$ cat src/rtl/mem_copy_pkg.sv
// Shared types and default widths for the memory copy engine.
// Optional descending (memmove) mode is enabled by defining MEM_COPY_OVERLAP_EN.
package mem_copy_pkg;

    localparam int DEF_AWIDTH = 16;
    localparam int DEF_DWIDTH = 16;
    localparam int DEF_LWIDTH = 16;

    typedef enum logic [1:0] {
        ST_IDLE  = 2'd0,
        ST_RUN   = 2'd1,
        ST_DRAIN = 2'd2,
        ST_FIN   = 2'd3
    } state_t;

    typedef enum logic {
        DIR_UP   = 1'b0,
        DIR_DOWN = 1'b1
    } dir_t;

endpackage

$ cat src/rtl/mem_copy_addr_gen.sv
// Loadable up/down address counter; one instance each for read and write pointers.
// Arithmetic wraps modulo 2^AWIDTH.
module mem_copy_addr_gen
    import mem_copy_pkg::*;
#(
    parameter int AWIDTH = DEF_AWIDTH
) (
    input  logic              clk,
    input  logic              rst,
    input  logic              i_load,
    input  logic [AWIDTH-1:0] i_load_val,
    input  logic              i_step,
    input  dir_t              i_dir,
    output logic [AWIDTH-1:0] o_addr
);

    localparam logic [AWIDTH-1:0] ONE = AWIDTH'(1);

    logic [AWIDTH-1:0] r_addr;

    always_ff @(posedge clk or negedge rst) begin
        if (!rst) begin
            r_addr <= '0;
        end else if (i_load) begin
            r_addr <= i_load_val;
        end else if (i_step) begin
            r_addr <= (i_dir == DIR_DOWN) ? (r_addr - ONE) : (r_addr + ONE);
        end
    end

    assign o_addr = r_addr;

endmodule

$ cat src/rtl/mem_copy_engine.sv
// Streams len words from src to dst through a dual-port memory, one word per cycle.
// Define MEM_COPY_OVERLAP_EN to copy descending when dst > src (memmove semantics).
module mem_copy_engine
    import mem_copy_pkg::*;
#(
    parameter int AWIDTH = DEF_AWIDTH,
    parameter int DWIDTH = DEF_DWIDTH,
    parameter int LWIDTH = DEF_LWIDTH
) (
    input  logic              clk,
    input  logic              rst,
    input  logic              start,
    input  logic [AWIDTH-1:0] src,
    input  logic [AWIDTH-1:0] dst,
    input  logic [LWIDTH-1:0] len,
    input  logic              abort,
    output logic              busy,
    output logic              done,
    output logic              aborted,
    output logic [LWIDTH-1:0] count,
    output logic              mem_re,
    output logic [AWIDTH-1:0] mem_raddr,
    input  logic [DWIDTH-1:0] mem_rdata,
    output logic              mem_we,
    output logic [AWIDTH-1:0] mem_waddr,
    output logic [DWIDTH-1:0] mem_wdata
);

    localparam logic [LWIDTH-1:0] LEN_ONE = LWIDTH'(1);

    state_t            r_state;
    state_t            w_state_next;
    logic [LWIDTH-1:0] r_remaining;
    logic [LWIDTH-1:0] r_count;
    logic              r_valid;
    logic              r_aborted;
    logic              w_accept;
    logic              w_issue;
    logic [AWIDTH-1:0] w_rload;
    logic [AWIDTH-1:0] w_wload;
    logic [AWIDTH-1:0] w_raddr;
    logic [AWIDTH-1:0] w_waddr;
    dir_t              w_dir;

    assign w_accept = (r_state == ST_IDLE) && start;
    assign w_issue  = (r_state == ST_RUN) && !abort;

`ifdef MEM_COPY_OVERLAP_EN
    logic              w_desc;
    logic [LWIDTH-1:0] w_len_m1;
    logic [AWIDTH-1:0] w_last_off;
    dir_t              r_dir;

    // Copying from the top end down keeps source words intact until they are read.
    assign w_desc     = (dst > src);
    assign w_len_m1   = len - LEN_ONE;
    assign w_last_off = AWIDTH'(w_len_m1);
    assign w_rload    = w_desc ? (src + w_last_off) : src;
    assign w_wload    = w_desc ? (dst + w_last_off) : dst;
    assign w_dir      = r_dir;

    always_ff @(posedge clk or negedge rst) begin
        if (!rst) begin
            r_dir <= DIR_UP;
        end else if (w_accept) begin
            r_dir <= w_desc ? DIR_DOWN : DIR_UP;
        end
    end
`else
    assign w_rload = src;
    assign w_wload = dst;
    assign w_dir   = DIR_UP;
`endif

    mem_copy_addr_gen #(.AWIDTH(AWIDTH)) u_rptr (
        .clk        (clk),
        .rst        (rst),
        .i_load     (w_accept),
        .i_load_val (w_rload),
        .i_step     (w_issue),
        .i_dir      (w_dir),
        .o_addr     (w_raddr)
    );

    mem_copy_addr_gen #(.AWIDTH(AWIDTH)) u_wptr (
        .clk        (clk),
        .rst        (rst),
        .i_load     (w_accept),
        .i_load_val (w_wload),
        .i_step     (r_valid),
        .i_dir      (w_dir),
        .o_addr     (w_waddr)
    );

    always_ff @(posedge clk or negedge rst) begin
        if (!rst) begin
            r_state     <= ST_IDLE;
            r_remaining <= '0;
            r_count     <= '0;
            r_valid     <= 1'b0;
            r_aborted   <= 1'b0;
        end else begin
            r_state <= w_state_next;
            // Write valid trails each issued read by the memory's one-cycle latency.
            r_valid <= w_issue;
            if (w_accept) begin
                r_remaining <= len;
                r_count     <= '0;
                r_aborted   <= 1'b0;
            end else begin
                if (w_issue) begin
                    r_remaining <= r_remaining - LEN_ONE;
                end
                if (r_valid) begin
                    r_count <= r_count + LEN_ONE;
                end
                if ((r_state == ST_RUN) && abort) begin
                    r_aborted <= 1'b1;
                end
            end
        end
    end

    always_comb begin
        w_state_next = r_state;
        busy         = 1'b0;
        done         = 1'b0;
        aborted      = 1'b0;
        case (r_state)
            ST_IDLE: begin
                if (start) begin
                    w_state_next = (len == '0) ? ST_FIN : ST_RUN;
                end
            end
            ST_RUN: begin
                busy = 1'b1;
                if (abort || (r_remaining == LEN_ONE)) begin
                    w_state_next = ST_DRAIN;
                end
            end
            ST_DRAIN: begin
                busy         = 1'b1;
                w_state_next = ST_FIN;
            end
            ST_FIN: begin
                done         = 1'b1;
                aborted      = r_aborted;
                w_state_next = ST_IDLE;
            end
            default: begin
                w_state_next = ST_IDLE;
            end
        endcase
    end

    assign count     = r_count;
    assign mem_re    = w_issue;
    assign mem_raddr = w_raddr;
    assign mem_we    = r_valid;
    assign mem_waddr = w_waddr;
    assign mem_wdata = mem_rdata;

endmodule

$ cat config.mk
export PLATFORM = sky130hd
export DESIGN_NAME = mem_copy_engine
export DESIGN_NICKNAME = d
export VERILOG_FILES = /design/src/rtl/mem_copy_pkg.sv /design/src/rtl/mem_copy_addr_gen.sv /design/src/rtl/mem_copy_engine.sv
export SDC_FILE = /design/constraint.sdc
export NUM_CORES = 1
export LEC_CHECK = 0
export ABC_AREA = 0
export BUFFER_PORTS_ARGS = -buffer_cell sky130_fd_sc_hd__buf_2
export CAP_MARGIN = 30
export CORE_MARGIN = 2
export CORE_UTILIZATION = 54
export DETAILED_ROUTE_END_ITERATION = 16
export PLACE_DENSITY = 0.86
export SLEW_MARGIN = 20
export SYNTH_ARGS = -nofsm -noshare
export SYNTH_HDL_FRONTEND = slang
export SYNTH_SLANG_ARGS = --single-unit
$ cat constraint.sdc
create_clock -name clk -period 4.81 [get_ports clk]
set_input_delay 0.2405 -clock clk [delete_from_list [all_inputs] [get_ports clk]]
set_output_delay 0.2405 -clock clk [all_outputs]
set_load 0.02 [all_outputs]
---- Word level (Yosys, flattened, before mapping) ----
Cells that the tools add are included.
storage, ports and cells
  register bits after elaboration ......... 68
  input bits .............................. 68
  output and inout bits ................... 69
  logic and storage cells ................. 46
cells by class
  add/sub/neg operators ................... 4
  equal/unequal tests ..................... 6
  muxes and demuxes ....................... 17
  reduce and logical (&&, ||, !) cells .... 12
operator list
  operator                                                                 count
  16-bit two-way mux                                                       8
  16-bit by 1-bit adder with 16-bit output, second input constant          3
  16-bit by 1-bit equality test with 1-bit output, second input constant   1
  16-bit zero test                                                         1
  16-bit by 1-bit subtractor with 16-bit output, second input constant     1
  2-bit one-hot mux with 4 select lines                                    1
  2-bit two-way mux                                                        3
  2-bit nonzero test                                                       3
  1-bit two-way mux                                                        5
  2-bit equality test, second input constant                               2
  1-bit logical AND                                                        3
  2-bit by 1-bit equality test with 1-bit output, second input constant    1
  2-bit zero test                                                          1
  2-bit by 1-bit inequality test with 1-bit output, second input constant  1
  2-bit inequality test, second input constant                             1
  2-bit AND reduction                                                      1
  2-bit OR reduction                                                       1
  1-bit zero test                                                          1
  1-bit logical OR                                                         1

---- Depth between registers and ports, before layout ----
Gate-level depths: netlist of run 1.
  depth in word-level cells ............... 4
  mapped depth ............................ 8
  depth with buffers taken out ............ 6

---- Cells and area by module ----
Synthesis of run 1 repeated with hierarchy kept, for this count alone.
second synthesis, totals
  cell total of the unflattened synthesis .. 563
  area, all modules ....................... 5047.3 um^2
by module, submodules not included
  module                       instances  cells an instance  area each (um^2)  sequential area each (um^2)
  mem_copy_engine              1          223                2087.0            900.9
  mem_copy_addr_gen at u_wptr  1          172                1534.0            400.4
  mem_copy_addr_gen at u_rptr  1          168                1426.4            400.4

---- Worst setup path before layout of run 1 ----
OpenSTA, ideal clock, no wires.
  path kind ............................... register to register
  from .................................... register r_state[1]
  to ...................................... register r_state[1]
  library setup time ...................... 0.125 ns
  arrival time ............................ 1.675 ns
  data required time ...................... 4.685 ns
  setup slack ............................. 3.010 ns
  stages on the path, launching flop included .. 7
  buffers on the path ..................... 1
  period minus slack after synthesis ...... 1.800 ns
  path through ............................ dfrtp_1 inv_1 ha_1 nor2b_1 clkbuf_1 a21oi_1 mux2_2
between the ends
  longest elaborated chain between the ends .. 3
  elaborated cells between the ends (all ways) .. 8
  those cells by class .................... eq/ne (5); mux (1); reduce/logical (2)
ends and longest elaborated chain
  item                                                                                                        line                    text
  start, declared                                                                                             mem_copy_engine.sv:31   state_t r_state;
  start signal, assigned                                                                                      mem_copy_engine.sv:103  r_state <= w_state_next;
  2-bit by 1-bit equality test with 1-bit output or 2-bit zero test (tied branches)                           mem_copy_engine.sv:129  case (r_state)
  2-bit by 1-bit inequality test with 1-bit output (no source line) or 2-bit inequality test (tied branches)  -
  2-bit AND reduction (no source line)                                                                        -
Parallel ways exist; a longest one is shown, timed or not.
A chain may end at the register's enable or synchronous reset.

---- Worst setup path after layout of run 1 ----
  from .................................... register r_state[0]
  to ...................................... register u_rptr.r_addr[9], in the netlist u_rptr.o_addr[9]
between the ends
  longest elaborated chain between the ends .. 3
  elaborated cells between the ends (all ways) .. 6
  those cells by class .................... eq/ne (1); mux (1); reduce/logical (4)
ends and longest elaborated chain
  item                                                                               line                                          text
  2-bit by 1-bit equality test with 1-bit output or 2-bit zero test (tied branches)  mem_copy_engine.sv:46, mem_copy_engine.sv:45
  1-bit logical AND, on equally long branches                                        mem_copy_engine.sv:46, mem_copy_engine.sv:45
  2-bit nonzero test (no source line) or 16-bit two-way mux (tied branches)          -
  end signal, assigned                                                               mem_copy_addr_gen.sv:25                       r_addr <= i_load_val;
  end signal, assigned                                                               mem_copy_addr_gen.sv:27                       r_addr <= (i_dir == DIR_DOWN) ? (r_addr - ONE) : (r_addr + ONE);
  end, declared                                                                      mem_copy_addr_gen.sv:19                       logic [AWIDTH-1:0] r_addr;
Parallel ways exist; a longest one is shown, timed or not.

==> key figures, run 1 <==
Layout
  • Final nets: 576
  • FF/Latch Area: 0.00170 mm2
  • Most frequent cells in the layout: 104 x buf_2, 68 x dfrtp_1, 55 x nand2_1
  • Diodes inserted: 0
  • Area delta synth->final: 16.5%
  • Multi-input logic area: 0.00195 mm2
  • Cell Count, Final, Fillers Out: 599
  • Most common cell after layout, fill and taps aside: buf_2
  • Share of layout cells above drive strength 1: a little over a quarter
  • FILL cells: approximately 560

Place
  • HPWL Detailed: 6510 um
  • # port buffers: ~100
  • Dpl ws: 2.58 ns
  • Post-Place Cells: 583
  • GPL Wtd Cong: 0.880

Die
  • Row Count: 30
  • Die area: between 0.007 and 0.008 mm2
  • Die Y: 88.7 um
  • Initial core utilization: 56.4%
  • Ports: 137
  • Die X: 88.7 um
  • CORE AREA: 0.00687 mm2

GRT
  • Initial antenna violation count: 0
  • First-pass GRT wire length: approximately 14000 um
  • Total GRT Usage: a little under a quarter
  • Largest net degree at the start of global routing: 69
  • GRT overflow: 0
  • Vias in the first global route: a little over 3000

Timing
  • Worst setup margin: roughly 2.6 ns
  • Fmax: 443 MHz
  • Max-slew violation count: 0
  • Fin crit period: ~2.3 ns
  • RSZ-0062 raised after global routing: no
  • Clock Skew: approximately 0.013 ns
  • Slew HR: 43.1%
  • Final Hold Fails: 0
  • Final setup viols: 0
  • Total negative slack: 0 ns
  • Hold slack: 0.0623 ns
  • Worst-margin pin slew: 0.853 ns
  • Final period utilization: 46.9%

Yosys
  • Synth Instances: ~420
  • Synthesized flop and latch total: 68
  • Synth Net Count: roughly 490
  • EDFF count, synth: 0
  • Avg Cell Area, Syn: 9.31 um2
  • Synth top area cells: dfrtp_1 44%, xor2_1 7.2%, o21ai_0 5.6%, nand2_1 5.3%, nor2_1 3.7%
  • Post-synthesis sequential area ratio: a little over two fifths
  • Synth top area share: a little over two fifths
  • Top_reg_cell synth: dfrtp_1
  • Post-synth ARST share: 100%
  • Mapped cell area: roughly 0.0039 mm2
  • Ys Warns: 0
  • Unique masters post-synth: 47
  • Largest area contributor in the netlist: dfrtp_1

Clock network
  • CTS tree: done
  • Clock Sinks: 68
  • CTS Root Cell: clkbuf_8
  • Clock H-tree levels: 3
  • Clock transition at path regs: 0.08 ns
  • Cts hold-fix bufs: 0
  • Number of post-CTS setup repair buffers: 0
  • Max Root-Sink Buffers: 2
  • Clk_lat worst skew: ~0.35 ns
  • Post-CTS sizing: 0
  • Num CTS Buffers: 9

Status
  • Status: finished clean

Setup path
  • Critical Path Source Type: flip-flop
  • Worst Path Arrival: 2.53 ns
  • Worst Path Max Fanout: 46
  • Worst path required time: 5.08 ns
  • Crit path max-delay family: simple AND/OR/NAND/NOR gates
  • Setup CP Type: reg -> reg
  • Worst-path cell chain: inv_1 > ha_1 > and2_2 > buf_4 > or4_1 > o211ai_1
  • Worst path slowest cell: or4_1
  • Worst Setup End Kind: flip-flop
  • CP Buf/Inv Count: 2
  • CP max stage delay: 0.54 ns

Power
  • PwrDens: 579 mW/mm2
  • Peak VDD IR: approximately 0.32 mV
  • Total Power: approximately 2600 uW
  • P_leak: 0.00207 uW

Worst hold path
  • Worst Hold Class: in -> async

Route
  • 1st-iter DRT viols: 185
  • Avg WL per Cell: about 15 um
  • Detailed Route WL: between 9000 and 10000 um
  • Via-per-instance ratio: between 5 and 6
  • ANT nets after route: 0
  • DR pass1 iterations: 4
  • Vias: between 3000 and 4000
  • # DRC: 0

Job
  • Max Cap Violations: 0
layer usage:
layer | wire length [um] | up-vias | global-route usage, %
li1 | - | 1611 | -
met5 | 0 | - | 0
met4 | 136 | 0 | 9.64
met3 | 769 | 16 | 4.57
met1 | 3940 | 1611 | 31.7
met2 | 4260 | 145 | 37.8
flip-flops by register name (all words and copies together) (netlist names):
name and flops:
count 16, mem_we 1, r_aborted 1, r_remaining 16
r_state 2, u_rptr.o_addr 16, u_wptr.o_addr 16
cells by family after synthesis:
logic type / after synthesis / synth area share (%)
fa+ha+maj: 10 / 3.23
xor+xnor: 45 / 10.2
flops: 68 / 43.9
buf+inv: 40 / 5.82
compound gates: 65 / 9.37
simple gates: 181 / 25.6
mux: 7 / 1.87
cells in the mapped netlist (3+ instances only):
| cell | n |
|---|---|
| or3_1 | 8 |
| nand3_1 | 15 |
| clkbuf_1 | 15 |
| nand4_1 | 16 |
| or4_1 | 5 |
| and2_1 | 3 |
| mux2i_1 | 5 |
| buf_4 | 16 |
| inv_1 | 5 |
| xnor2_1 | 13 |
| nor2b_1 | 3 |
| and4_1 | 6 |
| and3_1 | 8 |
| dfrtp_1 | 68 |
| a31oi_1 | 13 |
| o31ai_1 | 4 |
| nand2_1 | 55 |
| nor4_1 | 3 |
| nor2_1 | 38 |
| ha_1 | 10 |
| xor2_1 | 32 |
| o21ai_0 | 43 |
worst register-to-register path: stages (launching register included):
cell      delay (ns)
dfrtp_1         0.39
inv_1           0.10
ha_1            0.24
and2_2          0.43
buf_4           0.37
or4_1           0.55
o211ai_1        0.10
metrics by stage:
step           instance area (um2)  util [%]
4_1_cts                       4510      65.7
3_3_place_gp                  4320      62.9
2_1_floorplan                 3870         -
5_1_grt                       4510      65.7
6_report                      4510      65.7
3_5_place_dp                  4320      62.9
worst paths after layout:
path	end	cells past startpoint	from	slack [ns]
setup / recovery	u_rptr.o_addr[9]	6	r_state[0]	2.55
hold / removal	u_wptr.o_addr[3]	2	rst	0.06
setup reg to reg	u_rptr.o_addr[9]	6	r_state[0]	2.55
hold reg to reg	r_aborted	2	r_aborted	0.53
max in group asynchronous	r_remaining[12]	2	rst	4.17
min in group clk	u_rptr.o_addr[11]	3	src[11]	0.09
power breakdown:
group / internal [uW] / switching (uW) / total, uW
sequential: 796 / 301 / 1100
clock: 237 / 235 / 472
combinational: 409 / 634 / 1040
area by class of cell:
cell class / instances / area share [%]
Tap cell: 96 / 2.66
Clock inverter: 7 / 1.47
Multi-Input combinational cell: 308 / 43.1
Sequential cell: 68 / 37.7
Clock buffer: 9 / 2.74
Timing Repair Buffer: 106 / 11.9
Inverter: 5 / 0.416
No activity file was read; power rests on OpenSTA's default activity.
==> inputs of run 2 (changes only) <==
--- a/config.mk
+++ b/config.mk
@@ -9,9 +9,9 @@
 export BUFFER_PORTS_ARGS = -buffer_cell sky130_fd_sc_hd__buf_2
 export CAP_MARGIN = 30
 export CORE_MARGIN = 2
-export CORE_UTILIZATION = 54
+export CORE_UTILIZATION = 50
 export DETAILED_ROUTE_END_ITERATION = 16
-export PLACE_DENSITY = 0.86
+export PLACE_DENSITY = 0.8
 export SLEW_MARGIN = 20
 export SYNTH_ARGS = -nofsm -noshare
 export SYNTH_HDL_FRONTEND = slang
==> constraint.sdc (replaced) <==
create_clock -name clk -period 2.2 [get_ports clk]
set_input_delay 0.11 -clock clk [delete_from_list [all_inputs] [get_ports clk]]
set_output_delay 0.11 -clock clk [all_outputs]
set_load 0.02 [all_outputs]
==> run 2 against run 1 <==
Effect of this change: final area up 8.1%; worst setup slack got worse by 2.4 ns; global-route usage shrank 0.25 points; fmax rose by 11%; wire length rose by 6.9%; largest power group is now combinational cells; power is 130% higher.
==> key figures, run 2 (same netlist as run 1, synthesis figures left out) <==
Timing
  • Slew HR: 65.7% (+23 points)
  • Final Hold Fails: 0 (unchanged)
  • Final period utilization: 92.6% (+46 points)
  • Max-slew violation count: 0 (unchanged)
  • Clock Skew: 0.00623 ns (-0.00635 ns)
  • Worst setup margin: 0.163 ns (-2.39 ns)
  • Fin crit period: 2.04 ns (-0.219 ns)
  • Final setup viols: 0 (unchanged)
  • Fmax: 491 MHz (+11%)
  • Total negative slack: 0 ns (unchanged)
  • Worst-margin pin slew: 0.513 ns (-0.341 ns)
  • RSZ-0062 raised after global routing: no

Setup path
  • CP max stage delay: 0.43 ns (-0.11 ns)
  • Worst path required time: 2.47 ns (-2.61 ns)
  • Worst-path cell chain: inv_1 > ha_1 > nor4b_4 > nand4_2 > or4_1 > a31oi_1
  • Worst Path Arrival: 2.30 ns (-0.23 ns)
  • Critical Path Source Type: flip-flop
  • R2R depth: 6 (unchanged)
  • Worst Path Max Fanout: 6 (-87%)
  • Worst path slowest cell: or4_1
  • Worst Setup End Kind: flip-flop
  • Setup CP Type: reg -> reg

Layout
  • Most frequent cells in the layout: 104 x buf_2, 68 x dfrtp_1, 55 x nand2_1
  • Fin area: 0.00488 mm2 (+8.1%)
  • Diodes inserted: 0 (unchanged)
  • Share of layout cells above drive strength 1: 25.7% (-1.3 points)
  • Most common cell after layout, fill and taps aside: buf_2
  • Final nets: 610 (+5.9%)
  • Area delta synth->final: 26.0%

Clock network
  • CTS tree: done
  • Num CTS Buffers: 9 (unchanged)
  • Max Root-Sink Buffers: 2 (unchanged)
  • Clock Sinks: 68 (unchanged)
  • Post-CTS sizing: 0 (unchanged)
  • CTS Root Cell: clkbuf_8
  • Cts hold-fix bufs: 30 (+30)
  • Clock H-tree levels: 3 (unchanged)
  • Clk_lat worst skew: 0.34 ns (about the same)
  • Number of post-CTS setup repair buffers: 0 (unchanged)
  • Clock transition at path regs: 0.08 ns (about the same)

Route
  • Avg WL per Cell: 15.3 um (+0.39%)
  • ANT nets after route: 0 (unchanged)
  • Detailed Route WL: 9740 um (+6.9%)
  • 1st-iter DRT viols: 157 (-15%)
  • Via-per-instance ratio: 5.45 (-3.5%)
  • # DRC: 0 (unchanged)
  • Vias: 3478 (+2.8%)
  • DR pass1 iterations: 5 (+1)

GRT
  • Vias in the first global route: 3429 (+13%)
  • Total GRT Usage: 23.4% (-0.25 points)
  • GRT overflow: 0 (unchanged)
  • Gr busiest metal: met2
  • Met3 Track Usage GR: 4.77% (+0.19 points)
  • Initial antenna violation count: 0 (unchanged)
  • Largest net degree at the start of global routing: 44 (-36%)
  • Met1 GRT Util: 29.7% (-2.0 points)
  • First-pass GRT wire length: 15900 um (+10%)
  • GR Util met2: 39.4% (+1.6 points)

Worst hold path
  • Hold depth: 3
  • Worst Hold Class: in -> reg

Place
  • GPL Wtd Cong: 0.810 (-7.9%)
  • Placed Instance Area: 0.00437 mm2 (+1.2%)
  • HPWL Detailed: 6750 um (+3.7%)
  • # port buffers: 104 (unchanged)
  • Dpl ws: 0.162 ns (-2.42 ns)

Die
  • CORE AREA: 0.00761 mm2 (+11%)
  • Ports: 137 (unchanged)
  • Initial core utilization: 50.9% (-5.5 points)
  • Die X: 92.0 um (+3.7%)
  • Die area: 0.00846 mm2 (+7.6%)
  • Row Count: 32 (+6.7%)
  • Die Y: 92.0 um (+3.7%)

Job
  • Max Cap Violations: 0 (unchanged)

Power
  • Peak VDD IR: 0.592 mV (+83%)
  • P_leak: 0.00222 uW (+7.4%)
  • PwrDens: 1220 mW/mm2 (+110%)

Status
  • Status: finished clean
run 2: critical path: cells and delay by family (launching register included):
kind / cells / cell delay, ns
buffers and inverters: 1 / 0.12
DFF: 1 / 0.41
adders and majority gates: 1 / 0.26
and+or+nand+nor: 3 / 0.98
AOI/OAI and AO/OA: 1 / 0.19
run 2: report_power, final:
part / leakage, uW / total, uW / switching, uW / internal, uW
clock: 0.000102 / 1110 / 482 / 629
combinational: 0.00127 / 2420 / 1450 / 965
sequential: 0.000846 / 2410 / 665 / 1740
total: 0.00222 / 5930 / 2600 / 3330
run 2: worst paths after layout:
path	slack [ns]	endpoint	startpoint
setup / recovery	0.16	r_remaining[15]	r_state[1]
hold / removal	0.01	r_remaining[3]	len[3]
setup reg to reg	0.16	r_remaining[15]	r_state[1]
hold reg to reg	0.54	r_aborted	r_aborted
max in group asynchronous	1.26	r_state[0]	rst
min in group asynchronous	0.22	u_rptr.o_addr[10]	rst
run 2: routing by layer:
metal | routed length, um | part of all wire [%] | vias up
li1 | - | - | 1675
met1 | 4340 | 45 | 1653
met2 | 4660 | 48 | 122
met3 | 525 | 5.4 | 28
met4 | 218 | 2.2 | 0
met5 | 0 | 0 | -
run 2: stage by stage:
step | utilization (%) | instances | hold WS, ns | total power, uW
final | 64.1 | 638 | 0.00979 | 5930
after global routing | 64.1 | 638 | 0.0228 | 6330
after CTS | 64.1 | 638 | 0.00316 | 5920
after detailed placement | 57.5 | 593 | 0.0625 | 4750
after floorplan | - | 416 | -0.186 | 3940
after global placement | 57.5 | 593 | 0.0605 | 4630
run 2: cell type report:
| cell class | count | area (um2) |
|---|---|---|
| clock buffers | 10 | 128 |
| clock inverters | 5 | 77.6 |
| fillers | 652 | 2730 |
| inverters | 5 | 18.8 |
| multi-input cells | 308 | 1950 |
| flip-flops and latches | 68 | 1700 |
| well taps | 102 | 128 |
| repair buffers | 140 | 878 |
==> inputs of run 3 (changes only) <==
==> constraint.sdc (replaced) <==
create_clock -name clk -period 2 [get_ports clk]
set_input_delay 0.1 -clock clk [delete_from_list [all_inputs] [get_ports clk]]
set_output_delay 0.1 -clock clk [all_outputs]
set_load 0.02 [all_outputs]
==> run 3 against run 2 <==
Effect of this change: die area unchanged; via count is 0.72% higher; final area is 3.1% higher; highest routed layer unchanged.
==> key figures, run 3 (same netlist as run 1, synthesis figures left out) <==
Timing
  • Worst-margin pin slew: 0.631 ns (+0.119 ns)
  • Final period utilization: 94.5% (+1.9 points)
  • Final setup viols: 0 (unchanged)
  • RSZ-0062 raised after global routing: no
  • Max-slew violation count: 0 (unchanged)
  • Final Hold Fails: 0 (unchanged)
  • Fin crit period: 1.89 ns (-0.148 ns)
  • Clock Skew: 0.0113 ns (+0.00504 ns)
  • Fmax: 529 MHz (+7.8%)
  • Total negative slack: 0 ns (unchanged)
  • Slew HR: 57.9% (-7.8 points)

Route
  • 1st-iter DRT viols: 81 (-48%)
  • DR pass1 iterations: 4 (-1)
  • ANT nets after route: 0 (unchanged)
  • # DRC: 0 (unchanged)
  • Vias: 3503 (+0.72%)
  • Avg WL per Cell: 15.0 um (-1.4%)
  • Detailed Route WL: 9750 um (+0.11%)
  • Via-per-instance ratio: 5.41 (-0.84%)

Clock network
  • Number of post-CTS setup repair buffers: 0 (unchanged)
  • Clock transition at path regs: 0.08 ns (about the same)
  • Clock H-tree levels: 3 (unchanged)
  • Clk_lat worst skew: 0.35 ns (about the same)
  • CTS tree: done
  • Max Root-Sink Buffers: 2 (unchanged)
  • CTS Root Cell: clkbuf_8
  • Num CTS Buffers: 9 (unchanged)
  • Clock Sinks: 68 (unchanged)

Die
  • Die area: 0.00846 mm2 (unchanged)
  • Die Y: 92.0 um (unchanged)
  • Die X: 92.0 um (unchanged)
  • Row Count: 32 (unchanged)
  • Ports: 137 (unchanged)
  • Initial core utilization: 50.9% (unchanged)
  • CORE AREA: 0.00761 mm2 (unchanged)

GRT
  • First-pass GRT wire length: 15900 um (about the same)
  • Total GRT Usage: 23.3% (-0.17 points)
  • Largest net degree at the start of global routing: 44 (unchanged)
  • GRT overflow: 0 (unchanged)
  • Initial antenna violation count: 0 (unchanged)
  • Vias in the first global route: 3405 (-0.70%)

Setup path
  • Worst Path Arrival: 2.16 ns (-0.14 ns)
  • Reg-to-Reg End: r_remaining[15]
  • R2r startpoint: r_state[1]
  • CP Buf/Inv Count: 1 (unchanged)
  • CP max stage delay: 0.43 ns (about the same)
  • Worst-path cell chain: inv_1 > ha_2 > nor4b_4 > nand4_2 > or4_1 > a31oi_1
  • Worst Setup End Kind: flip-flop
  • R2R depth: 6 (unchanged)
  • Worst path slowest cell: or4_1
  • Critical Path Source Type: flip-flop
  • Crit path max-delay family: simple AND/OR/NAND/NOR gates
  • Worst path required time: 2.27 ns (-0.20 ns)
  • Flop2flop setup slack: 0.11 ns (-0.05 ns)
  • Worst Path Max Fanout: 6 (unchanged)
  • Setup CP Type: reg -> reg

Place
  • # port buffers: 104 (unchanged)
  • Placed Instance Area: 0.00442 mm2 (+1.1%)
  • HPWL Detailed: 6760 um (about the same)
  • GPL Wtd Cong: 0.890 (+9.8%)

Status
  • Status: finished clean

Layout
  • Diodes inserted: 0 (unchanged)
  • Fin area: 0.00503 mm2 (+3.1%)
  • Share of layout cells above drive strength 1: 27.1% (+1.4 points)
  • Area delta synth->final: 29.9%
  • FF/Latch Area: 0.00170 mm2 (unchanged)
  • Multi-input logic area: 0.00196 mm2 (+0.51%)
  • Final nets: 619 (+1.5%)
  • Most common cell after layout, fill and taps aside: buf_2
  • FILL cells: 620 (-4.9%)
  • Most frequent cells in the layout: 104 x buf_2, 68 x dfrtp_1, 55 x nand2_1

Power
  • P_leak: 0.00229 uW (+3.2%)
  • PwrDens: 1350 mW/mm2 (+11%)
  • Peak VDD IR: 0.974 mV (+65%)

Job
  • Max Cap Violations: 0 (unchanged)

Worst hold path
  • Worst Hold Class: in -> reg
  • Hold depth: 3 (unchanged)
  • Hold_sp: dst[1]
  • Hold endpoint: u_wptr.o_addr[1]
## run 3: stage by stage
step	instances	setup slack (ns)	utilization, %	total power, uW	hold WS [ns]
after detailed placement	598	0.0424	58.1	5250	0.155
after global routing	648	0.00701	66.1	7220	0.0280
after global placement	598	0.141	58.1	5130	0.141
final	648	0.111	66.1	6770	0.00366
after CTS	648	0.0300	66.0	6760	0.00555
after floorplan	416	0.200	-	4340	-0.196
## run 3: worst max-delay path by stage
| stage | start | to | cells after the start |
|---|---|---|---|
| 3_3_place_gp | r_state[1] | u_rptr.o_addr[15] | 6 |
| 3_5_place_dp | r_state[1] | u_rptr.o_addr[15] | 6 |
| 2_1_floorplan | r_state[1] | r_state[1] | 6 |
| 6_report | r_state[1] | r_remaining[15] | 6 |
| 4_1_cts | r_state[1] | u_rptr.o_addr[15] | 6 |
| 5_1_grt | r_state[1] | r_remaining[15] | 6 |
## run 3: layer usage
layer  vias up  wire length (um)  global-route usage (%)
met1      1675              4390                    29.9
met3        18               494                    4.03
li1       1694                 -                       -
met5         -                 0                       0
met4         0               132                    8.33
met2       116              4740                    39.6
## run 3: cell type report
cell class | instances | share of cell area, %
flip-flops and latches | 68 | 33.8
well taps | 102 | 2.54
inverters | 5 | 0.373
multi-input cells | 308 | 38.9
clock buffers | 11 | 3.01
clock inverters | 5 | 2.11
repair buffers | 149 | 19.2
## run 3: where the power goes
| group | total (uW) | switching [uW] | internal (uW) |
|---|---|---|---|
| Sequential | 2630 | 718 | 1910 |
| Combinational | 2680 | 1580 | 1100 |
| Clock | 1460 | 560 | 901 |
## run 3: tightest hold or removal path, cell delays in order
cell,delay [ns]
buf_2,0.09
nand2_1,0.04
o21ai_0,0.07
## run 3: timing repair
action	4_1_cts	5_1_grt
setup endpoints to repair	0	6
hold buffers	34	0
hold endpoints to repair	58	0
resized for setup	0	3
